===== config.mk =====
export PLATFORM = sky130hd
export DESIGN_NAME = fft_out_unload
export DESIGN_NICKNAME = d
export VERILOG_FILES = /design/src/rtl/fft_out_unload.sv
export SDC_FILE = /design/constraint.sdc
export NUM_CORES = 1
export LEC_CHECK = 0
export BUFFER_PORTS_ARGS = -buffer_cell sky130_fd_sc_hd__buf_2
export CAP_MARGIN = 20
export CORE_ASPECT_RATIO = 1.25
export CORE_MARGIN = 3
export CORE_UTILIZATION = 45
export DETAILED_ROUTE_END_ITERATION = 8
export GPL_TIMING_DRIVEN = 0
export PLACE_DENSITY = 0.66
export SYNTH_ARGS = -nofsm -noshare
export SYNTH_HDL_FRONTEND = slang
export SYNTH_SLANG_ARGS = --single-unit
export TNS_END_PERCENT = 5

===== constraint.sdc =====
create_clock -name clk -period 4.3 [get_ports clk]
set_clock_uncertainty 0.05 [all_clocks]
set_input_delay 0.86 -clock clk [delete_from_list [all_inputs] [get_ports clk]]
set_output_delay 0.86 -clock clk [all_outputs]
set_load 0.005 [all_outputs]

===== src/rtl/fft_out_unload.sv =====
// Reader side of the FFT output buffer: issues read addresses under a credit limit,
// tracks the fixed read latency and streams samples out through a small skid FIFO.
module fft_out_unload #(
   parameter int LOGPTS = 8,
   parameter int DWIDTH = 32,
   parameter int RD_LAT = 3,
   parameter int BITREV = 0
) (
   input  logic              clk,
   input  logic              rst,
   input  logic              frameRdy,
   output logic [LOGPTS-1:0] rA,
   input  logic [DWIDTH-1:0] rdData,
   output logic [DWIDTH-1:0] outData,
   output logic              outValid,
   input  logic              outReady,
   output logic              outFirst,
   output logic              outLast,
   output logic [LOGPTS-1:0] outIdx,
   output logic              busy,
   output logic              done
);
   localparam int FIFO_DEPTH = 2 ** $clog2(RD_LAT + 1);
   localparam int AW = $clog2(FIFO_DEPTH);
   localparam int CW = AW + 1;
   localparam logic [CW-1:0] DEPTH_W = CW'(FIFO_DEPTH);
   localparam logic [LOGPTS-1:0] LAST_IDX = '1;

   typedef enum logic [1:0] {IDLE, RUN, DRAIN} state_t;

   state_t            state_reg, state_next;
   logic              pending_reg, pending_next;
   logic [LOGPTS-1:0] ctr_reg, ra_reg, ctr_rev, addr;
   logic              pipe_v_reg   [RD_LAT];
   logic [LOGPTS-1:0] pipe_idx_reg [RD_LAT];
   logic [DWIDTH-1:0] mem_data [FIFO_DEPTH];
   logic [LOGPTS-1:0] mem_idx  [FIFO_DEPTH];
   logic [AW:0]       wr_ptr_reg, rd_ptr_reg, fifo_count, inflight;
   logic [CW:0]       credit_used;
   logic              fifo_empty, issue, pop, wr, start;

   genvar gi;
   generate
      for (gi = 0; gi < LOGPTS; gi++) begin : g_rev
         assign ctr_rev[gi] = ctr_reg[LOGPTS-1-gi];
      end
   endgenerate

   assign addr = (BITREV != 0) ? ctr_rev : ctr_reg;
   assign wr   = pipe_v_reg[RD_LAT-1];

   // A pop this cycle frees a slot, which keeps one issue per cycle in steady state.
   always_comb begin
      fifo_count = wr_ptr_reg - rd_ptr_reg;
      fifo_empty = (fifo_count == '0);
      inflight   = '0;
      for (int i = 0; i < RD_LAT; i++) begin
         inflight = inflight + {{AW{1'b0}}, pipe_v_reg[i]};
      end
      pop         = !fifo_empty && outReady;
      credit_used = {1'b0, inflight} + {1'b0, fifo_count} - {{CW{1'b0}}, pop};
      issue       = (state_reg == RUN) && (credit_used < {1'b0, DEPTH_W});
   end

   always_comb begin
      state_next   = state_reg;
      pending_next = pending_reg;
      done         = 1'b0;
      case (state_reg)
         IDLE: begin
            if (frameRdy || pending_reg) begin
               state_next   = RUN;
               pending_next = 1'b0;
            end
         end
         RUN: begin
            if (issue && (ctr_reg == LAST_IDX)) state_next = DRAIN;
            if (frameRdy) pending_next = 1'b1;
         end
         DRAIN: begin
            if ((inflight == '0) && fifo_empty) begin
               done         = 1'b1;
               pending_next = 1'b0;
               state_next   = (pending_reg || frameRdy) ? RUN : IDLE;
            end else if (frameRdy) begin
               pending_next = 1'b1;
            end
         end
         default: state_next = IDLE;
      endcase
   end

   assign start = (state_next == RUN) && (state_reg != RUN);

   always_ff @(posedge clk or posedge rst) begin
      if (rst) begin
         state_reg   <= IDLE;
         pending_reg <= 1'b0;
         ctr_reg     <= '0;
         ra_reg      <= '0;
         wr_ptr_reg  <= '0;
         rd_ptr_reg  <= '0;
      end else begin
         state_reg   <= state_next;
         pending_reg <= pending_next;
         if (start) ctr_reg <= '0;
         else if (issue) ctr_reg <= ctr_reg + 1'b1;
         if (issue) ra_reg <= addr;
         wr_ptr_reg <= wr_ptr_reg + {{AW{1'b0}}, wr};
         rd_ptr_reg <= rd_ptr_reg + {{AW{1'b0}}, pop};
      end
   end

   // Tag pipe mirrors the output buffer latency; the index rides along with the valid bit.
   generate
      for (gi = 0; gi < RD_LAT; gi++) begin : g_pipe
         always_ff @(posedge clk or posedge rst) begin
            if (rst) pipe_v_reg[gi] <= 1'b0;
            else pipe_v_reg[gi] <= (gi == 0) ? issue : pipe_v_reg[(gi == 0) ? 0 : gi-1];
         end
         always_ff @(posedge clk) begin
            pipe_idx_reg[gi] <= (gi == 0) ? ctr_reg : pipe_idx_reg[(gi == 0) ? 0 : gi-1];
         end
      end
   endgenerate

   always_ff @(posedge clk) begin
      if (wr) begin
         mem_data[wr_ptr_reg[AW-1:0]] <= rdData;
         mem_idx[wr_ptr_reg[AW-1:0]]  <= pipe_idx_reg[RD_LAT-1];
      end
   end

   assign rA       = issue ? addr : ra_reg;
   assign outValid = !fifo_empty;
   assign outData  = outValid ? mem_data[rd_ptr_reg[AW-1:0]] : '0;
   assign outIdx   = outValid ? mem_idx[rd_ptr_reg[AW-1:0]] : '0;
   assign outFirst = outValid && (outIdx == '0);
   assign outLast  = outValid && (outIdx == LAST_IDX);
   assign busy     = (state_reg != IDLE);

   overflow_chk: assert property (@(posedge clk) disable iff (rst)
      !(wr && !pop && (fifo_count == DEPTH_W)));
endmodule


==> results of run 1 <==
## power by group through the flow
stage | clock (mW) | combinational, mW | sequential, mW
after floorplan | 0 | 2.03 | 2.62
after global routing | 1.91 | 3.92 | 2.63
after CTS | 1.81 | 3.58 | 2.61
after global placement | 0 | 2.89 | 2.66
final | 1.77 | 3.59 | 2.61
after detailed placement | 0 | 3.04 | 2.65
## cell type report
type	count	area, µm²	area share
clock buffer	26	554.3	0.05544
multi-input combinational	178	2079	0.2080
timing repair buffer	121	833.3	0.08335
inverter	17	68.82	0.006884
clock inverter	12	118.9	0.01189
sequential	212	5987	0.5989
tap	224	280.3	0.02804
buffer	14	75.07	0.007509
## path summary, 6_finish.rpt
check | depth (start not counted) | startpoint | end | slack, ps
worst min register to register | 0 | pipe_idx_reg[0][4]$_DFF_P_ | pipe_idx_reg[0][12]$_DFF_P_ | 270
worst max register to register | 16 | wr_ptr_reg[0]$_DFF_PP0_ | addr[7]$_DFFE_PP0P_ | 880
min in group clk | 0 | pipe_idx_reg[0][4]$_DFF_P_ | pipe_idx_reg[0][12]$_DFF_P_ | 270
max in group asynchronous | 3 | rst | wr_ptr_reg[1]$_DFF_PP0_ | 3520
worst max-delay path | 16 | wr_ptr_reg[0]$_DFF_PP0_ | rA[5] | -280
worst min-delay path | 2 | rst | addr[3]$_DFFE_PP0P_ | 250
## logic make-up after synthesis
family / Yosys count / share of synthesized area
muxes: 49 / 0.1238
DFF: 212 / 0.7401
buffers and inverters: 32 / 0.01717
AOI/OAI and AO/OA: 26 / 0.02460
adders and majority gates: 16 / 0.02661
xor gates and xnor gates: 4 / 0.006343
and+or+nand+nor: 83 / 0.06142
## layer usage
layer	track usage	vias to the layer above	routed length [µm]
met5	0	-	13
met4	0.03679	2	168
met2	0.2808	99	8252
li1	-	1930	-
met1	0.1892	2158	5829
met3	0.02842	17	760
## worst reg2reg max path: stages (launching register included)
cell and delay (ps):
dfrtp_1 370, inv_2 60, ha_4 160, fa_2 330
xor3_2 280, inv_4 90, nand3_4 70, and2_4 170
ha_4 160, inv_4 50, ha_4 190, nor3b_4 150
nor4_2 240, o211ai_4 170, buf_4 180, or4_4 510
a21oi_2 140
## cell usage after synthesis (2+ instances only)
cell / count
buf_2: 4
mux2_2: 8
nor2_1: 4
or3_1: 5
dfrtp_1: 28
ha_1: 14
and2_1: 41
edfxtp_1: 160
a21oi_1: 8
nand2_1: 6
dfxtp_1: 24
nor3_1: 9
o21ai_0: 5
mux4_2: 40
o31ai_1: 2
inv_1: 16
clkbuf_1: 8
nor2b_1: 2
xor2_1: 3
nand3_1: 8
fa_1: 2
## repair_timing
item,CTS,global route
cloned,1,0
resized for setup,30,6
setup buffers,11,4
setup endpoints to repair,8,8
pin swaps,8,7
## stage by stage
stage | power (mW) | util | instances
2_1_floorplan | 4.648 | - | 422
3_3_place_gp | 5.547 | 0.5021 | 734
5_1_grt | 8.459 | 0.5691 | 804
6_report | 7.965 | 0.5691 | 804
4_1_cts | 8.002 | 0.5660 | 800
3_5_place_dp | 5.686 | 0.5142 | 750
==> flow_summary.toml, run 1 <==
[run_status]
status = "finished with violations"
violations = "negative setup slack"

[floorplanning]
rows = 54
initial_core_util = 0.4604
core_area_um2 = 17570
die_w_um = 125.9
die_y_um = 155.9
die_area_um2 = 19630
ios = 89

[synthesis]
avgSynthCellArea_um2 = 19.17
synth_fp_nets = 474
ys_seq_area_frac = 0.7401
ys_ff_latch = 212
syn-cell-area_um2 = 8088
yosysWarnings = 0
yosys-top-cells-area = "edfxtp_1 (59%), mux4_2 (11%), dfrtp_1 (8.7%)"
synth.distinct_cells = 46
synth_edf_count = 160
synth_top_area_frac = 0.5941
synth_flop_cell = "edfxtp_1"
synth_cells = 422
synthArstFlopShare = 0.1321
synth_top_cell_by_area = "edfxtp_1"

[drt]
routed_wl_mm = 15.03
via_per_inst = 5.231
via_count = 4206
drt-pass1-iter-count = 4
route.detailed.drc = 0
wire_per_inst_um = 18.69
initialDrtViolationCount = 265
ant_nets = 0

[global_route]
grt_pass1_wl_mm = 23.93
grt_pass1_vias = 4560
groute.usage.overall = 0.1533
grt_max_degree = 29
antenna_found_initial = 1
grt_overflow = 0

[pwr]
p_int_mw = 5.394
swShare = 0.3227
switching_power_mw = 2.571
p_seq_frac = 0.327
clkPwrFrac = 0.222
p_leak_nw = 3.734
ir_worst_vdd_v = 0.0005213
combPwrFrac = 0.451
p_per_area_nw_per_um2 = 796.7

[timing]
setup_viol = 8
tns_ps = -2058
fin_hold_ws_ps = 250.0
clock.fmax_ghz = 0.2186
fin_ws_ps = -275.1
slew_headroom = 0.4107
worst_slew_pin_slew_ps = 879.2
finalCritPeriodShare = 1.064
finalHoldViolations = 0
rsz0062_at_grt = "true"
fin_crit_ps = 4575
drv_slew = 0

[final_layout]
diodes = 0
layout_common_cells = "edfxtp_1 (160), buf_2 (83), mux4_2 (40), and2_1 (40), dfrtp_1 (27)"
largest_reg_flops = 128
stdcell_area_um2 = 9997
fill_cells = 1373
fin_nets = 617
drive_gt1_frac = 0.4000
final_common_cell = "edfxtp_1"
syn_to_final_growth_pct = 23.61

[clocking]
cts_buffers = 21
cts_tree = "yes"
cts_num_sinks = 212
path_clk_slew_ps = 60
clk_path_buf_depth = 3
clockRootBuffer = "clkbuf_16"
ctsHoldBuffers = 0
h-tree-depth = 1
clock_latency_ps = 480

[min_path]
hold_class = "in -> async"

[critical_path]
path_delay_family = "adder cells"
path_common_cell = "ha_4"
worstSetupStartpointType = "flip-flop"
setup.worst_path.end_class = "primary output"
cpPeakStageDelay_ps = 370
path_buf_inv = 5
path_cells = "inv_2, ha_4, fa_2, xor3_2, inv_4, nand3_4, and2_4, ha_4, inv_4, ha_4, nor3b_4, o211a_1, o211ai_4, buf_6, mux2_4, buf_6"
worstPathRequired_ps = 3390
cp_data_arrival_time_ps = 3670
crit_fanout = 5
crit_slowest_cell = "dfrtp_1"
crit_type = "reg -> out"

[placed_design]
gp_congestion = 0.8629
portBuffers = 88
dp_hpwl_mm = 10.10
dpl_cell_area_um2 = 9032
dp_slack_ps = -781.9

[flow_run]
cap_violations = 0
Power figures use the tool's default switching activity.
==> run 2: changes to the inputs <==
--- a/config.mk
+++ b/config.mk
@@ -9,10 +9,9 @@
 export CAP_MARGIN = 20
 export CORE_ASPECT_RATIO = 1.25
 export CORE_MARGIN = 3
-export CORE_UTILIZATION = 45
+export CORE_UTILIZATION = 40
 export DETAILED_ROUTE_END_ITERATION = 8
 export GPL_TIMING_DRIVEN = 0
-export PLACE_DENSITY = 0.66
 export SYNTH_ARGS = -nofsm -noshare
 export SYNTH_HDL_FRONTEND = slang
 export SYNTH_SLANG_ARGS = --single-unit
==> flow_summary.toml, run 2 (synthesis results as in run 1) <==
[run_status]
status = "finished with violations"
violations = "negative setup slack"

[critical_path]
cp_data_arrival_time_ps = 3650
reg2reg_slack_ps = 770
path_delay_family = "adder cells"
reg2reg_from = "rd_ptr_reg[0]$_DFF_PP0_"
cpPeakStageDelay_ps = 410
crit_fanout = 5
path_cells = "ha_4, fa_2, xor3_2, inv_4, nand3_4, and2_4, ha_4, inv_2, ha_4, nor3b_4, o211a_1, o211ai_4, buf_6, mux2_4, buf_6"
crit_slowest_cell = "dfrtp_1"
setup.worst_path.end_class = "primary output"
crit_type = "reg -> out"
worstPathRequired_ps = 3390
path_buf_inv = 4
worstSetupStartpointType = "flip-flop"
path_depth = 15
worstRegToRegCells = 16
reg2reg_to = "addr[7]$_DFFE_PP0P_"
path_common_cell = "ha_4"

[placed_design]
dp_hpwl_mm = 10.41
gp_congestion = 0.7971
portBuffers = 88
dp_slack_ps = -721.8
dpl_cell_area_um2 = 9106

[timing]
setup_viol = 8
rsz0062_at_grt = "true"
drv_slew = 0
fin_ws_ps = -259.3
worst_slew_pin_slew_ps = 1042
slew_headroom = 0.3014
fin_crit_ps = 4559
clock.fmax_ghz = 0.2193
finalCritPeriodShare = 1.060
finalHoldViolations = 0

[drt]
via_count = 4223
route.detailed.drc = 0
via_per_inst = 4.962
routed_wl_mm = 15.56
wire_per_inst_um = 18.28
initialDrtViolationCount = 214
drt-pass1-iter-count = 4
ant_nets = 0

[global_route]
grt-busiest-layer = "met2"
grt_max_degree = 16
grt_pass1_vias = 4540
antenna_found_initial = 0
grt.met2_usage = 0.2525
use_met3 = 0.03382
groute.usage.overall = 0.1440
use_met1 = 0.1818
grt_overflow = 0
grt_pass1_wl_mm = 24.69

[clocking]
cts_num_sinks = 212
clk_path_buf_depth = 3
path_clk_slew_ps = 60
cts_buffers = 22
cts_tree = "yes"
clockRootBuffer = "clkbuf_16"
clock_latency_ps = 510
ctsHoldBuffers = 0
h-tree-depth = 1

[final_layout]
fin_nets = 621
drive_gt1_frac = 0.4085
syn_to_final_growth_pct = 25.77
largest_reg_flops = 128
layout_common_cells = "edfxtp_1 (160), buf_2 (83), mux4_2 (40), and2_1 (40), dfrtp_1 (28)"
final_common_cell = "edfxtp_1"
stdcell_area_um2 = 10170
fin_util = 0.5168

[floorplanning]
die_area_um2 = 21970
initial_core_util = 0.4109
die_w_um = 133.2
die_y_um = 165.0
rows = 57
core_area_um2 = 19680
ios = 89

[pwr]
p_leak_nw = 3.794
power_mw = 8.320
ir_worst_vdd_v = 0.0006371
p_per_area_nw_per_um2 = 817.9

[min_path]
min_from = "pipe_idx_reg[0][7]$_DFF_P_"
hold_class = "reg -> reg"
min_delay_path_depth = 0
min_to = "pipe_idx_reg[0][15]$_DFF_P_"

[flow_run]
cap_violations = 0
[run 2: worst register-to-register path, stage by stage (launching register included)]
cell and delay, ps:
dfrtp_1 410, ha_4 170, fa_2 340, xor3_2 270, inv_4 90, nand3_4 70
and2_4 170, ha_4 150, inv_2 50, ha_4 190, nor3b_4 150, nor4_2 240
o211ai_4 150, buf_4 160, buf_4 140, or4_4 510, a21oi_2 150
[run 2: how the worst max path moves through the flow]
stage | start | end
floorplan | wr_ptr_reg[0]$_DFF_PP0_ | rA[0]
global placement | wr$_DFF_PP0_ | mem_data[0][24]$_DFFE_PP_
detailed placement | wr_ptr_reg[0]$_DFF_PP0_ | rA[7]
CTS | rd_ptr_reg[0]$_DFF_PP0_ | rA[7]
global route | rd_ptr_reg[0]$_DFF_PP0_ | rA[5]
finish | rd_ptr_reg[0]$_DFF_PP0_ | rA[7]
[run 2: repair_timing]
item / 4_1_cts / 5_1_grt
gates cloned: 1 / 0
pin swaps: 7 / 6
resized for setup: 33 / 0
endpoints found under the setup margin: 8 / 8
buffers inserted: 11 / 5
[run 2: report_power, final]
part	internal, mW	leakage, nW	switching [mW]
Clock	1.27	0.388	0.777
Combinational	1.90	1.39	1.78
Sequential	2.49	2.01	0.108
Total	5.65	3.79	2.67
[run 2: cell type report]
class                      count  area [µm²]
fill                        1626        9512
sequential                   212        5986
multi-input combinational    178        2079
timing repair buffer         124       835.8
clock buffer                  24       568.0
tap                          265       331.6
clock inverter                16       227.7
buffer                        14       75.07
inverter                      17       66.31
antenna                        1       2.502
[run 2: routing by layer]
metal  wire, µm  part of all wire
met2       8041              0.52
met5          0                 0
met3        823             0.053
met1       6440              0.41
met4        250             0.016
[run 2: per-stage QoR]
stage          cells  setup TNS (ps)  hold WS [ps]
2_1_floorplan    422               0         259.6
3_3_place_gp     775         -304680         260.4
3_5_place_dp     794           -5734         262.1
4_1_cts          846           -5444         274.5
5_1_grt          850           -2833         273.5
6_report         851           -1905         271.1
==> run 3: changes to the inputs <==
==> constraint.sdc (replaced) <==
create_clock -name clk -period 4.1 [get_ports clk]
set_clock_uncertainty 0.05 [all_clocks]
set_input_delay 0.82 -clock clk [delete_from_list [all_inputs] [get_ports clk]]
set_output_delay 0.82 -clock clk [all_outputs]
set_load 0.005 [all_outputs]
==> flow_summary.toml, run 3 (synthesis results as in run 1) <==
[clocking]
cts_buffers = 22
clockRootBuffer = "clkbuf_16"
cts_tree = "yes"
h-tree-depth = 1
clock_latency_ps = 500
cts_num_sinks = 212
path_clk_slew_ps = 60
ctsHoldBuffers = 0
clk_path_buf_depth = 3

[floorplanning]
die_w_um = 133.2
initial_core_util = 0.4109
core_area_um2 = 19680
ios = 89
rows = 57
die_y_um = 165.0
die_area_um2 = 21970

[timing]
fin_crit_ps = 4520
clock.fmax_ghz = 0.2212
fin_ws_ps = -419.8
worst_slew_pin_slew_ps = 1037
slew_headroom = 0.3048
setup_viol = 8
finalHoldViolations = 0
drv_slew = 0
fin_hold_ws_ps = 242.5
finalCritPeriodShare = 1.102
rsz0062_at_grt = "true"

[placed_design]
portBuffers = 88
gp_congestion = 0.8362
dp_hpwl_mm = 10.84
dp_slack_ps = -534.7

[critical_path]
reg2reg_from = "rd_ptr_reg[0]$_DFF_PP0_"
worstSetupStartpointType = "flip-flop"
reg2reg_to = "addr[7]$_DFFE_PP0P_"
setup.worst_path.end_class = "primary output"
reg2reg_slack_ps = 730
worstRegToRegCells = 15
crit_fanout = 5
cp-startpoint = "rd_ptr_reg[0]$_DFF_PP0_"
worstPathRequired_ps = 3230
crit_path_end = "rA[4]"
crit_type = "reg -> out"
cp_data_arrival_time_ps = 3650

[final_layout]
multi_input_area_um2 = 2079
layout_common_cells = "edfxtp_1 (160), buf_2 (83), mux4_2 (40), and2_1 (40), dfrtp_1 (28)"
drive_gt1_frac = 0.3969
diodes = 0
syn_to_final_growth_pct = 25.49
fill_cells = 1622
fin_nets = 618
final_common_cell = "edfxtp_1"
largest_reg_flops = 128
final-seq-area_um2 = 5986

[pwr]
p_int_mw = 5.820
swShare = 0.3178
switching_power_mw = 2.711
combPwrFrac = 0.447
clkPwrFrac = 0.234
power_mw = 8.530
ir_worst_vdd_v = 0.0005645
p_per_area_nw_per_um2 = 840.5
p_seq_frac = 0.319
p_leak_nw = 3.781

[drt]
routed_wl_mm = 15.46
route.detailed.drc = 0
ant_nets = 0
via_per_inst = 5.011
wire_per_inst_um = 18.26
initialDrtViolationCount = 231
drt-pass1-iter-count = 7
via_count = 4244

[global_route]
grt_pass1_wl_mm = 24.65
grt_max_degree = 22
grt_overflow = 0
grt_pass1_vias = 4500
groute.usage.overall = 0.1434
antenna_found_initial = 0

[run_status]
violations = "negative setup slack"
status = "finished with violations"

[min_path]
hold_class = "in -> async"

[flow_run]
cap_violations = 0
run 3: area by class of cell:
cell class | instances | share of cell area
multi-input cells | 178 | 0.2049
clock buffers | 38 | 0.06928
flip-flops and latches | 212 | 0.5897
clock inverters | 2 | 0.004561
well taps | 265 | 0.03267
inverters | 17 | 0.006534
repair buffers | 121 | 0.08457
plain buffers | 14 | 0.007766
run 3: metrics by stage:
| stage | area, µm² | instances | util | setup TNS, ps |
|---|---|---|---|---|
| floorplan | 8159 | 422 | - | 0 |
| global placement | 8931 | 775 | 0.4537 | -352930 |
| detailed placement | 9193 | 794 | 0.4670 | -4193 |
| CTS | 10130 | 843 | 0.5144 | -7062 |
| global route | 10150 | 847 | 0.5156 | -4144 |
| finish | 10150 | 847 | 0.5156 | -3192 |
run 3: how the worst min path moves through the flow:
stage	from	endpoint	slack, ps	cells after the start
floorplan	pipe_idx_reg[0][2]$_DFF_P_	pipe_idx_reg[0][10]$_DFF_P_	260	0
global placement	pipe_idx_reg[0][2]$_DFF_P_	pipe_idx_reg[0][10]$_DFF_P_	260	0
detailed placement	pipe_idx_reg[0][3]$_DFF_P_	pipe_idx_reg[0][11]$_DFF_P_	260	0
CTS	rst	ra_reg[1]$_DFF_PP0_	240	2
global route	rst	ra_reg[5]$_DFF_PP0_	260	2
finish	rst	ra_reg[1]$_DFF_PP0_	240	2
run 3: timing repair:
item / CTS / global route
endpoints found under the hold margin: 0 / 0
buffers inserted: 8 / 4
pin swaps: 7 / 6
gates cloned: 1 / 0
gates resized for setup: 16 / 2
setup endpoints to repair: 8 / 8
run 3: per-layer routing:
| layer | track usage | up-vias | routed length (µm) |
|---|---|---|---|
| li1 | - | 1933 | - |
| met1 | 0.1945 | 2153 | 6809 |
| met2 | 0.2359 | 127 | 7459 |
| met3 | 0.03291 | 31 | 911 |
| met4 | 0.03835 | 0 | 284 |
| met5 | 0 | - | 0 |
run 3: worst max-delay path: stages (launching register included):
cell	delay (ps)
dfrtp_1	410
ha_4	170
fa_2	320
xor3_2	270
inv_4	80
nand3_4	50
and2_4	170
ha_4	150
inv_2	50
ha_4	190
nor3b_4	150
o211a_1	250
o211ai_4	260
clkbuf_16	200
mux2_4	310
buf_6	120
run 3: power groups by stage:
stage	Clock, mW	Combinational [mW]	Sequential, mW
after CTS	2.04	3.92	2.72
after floorplan	0	2.25	2.75
after detailed placement	0	3.36	2.78
final	1.99	3.82	2.72
after global routing	2.13	4.19	2.75
after global placement	0	3.23	2.79
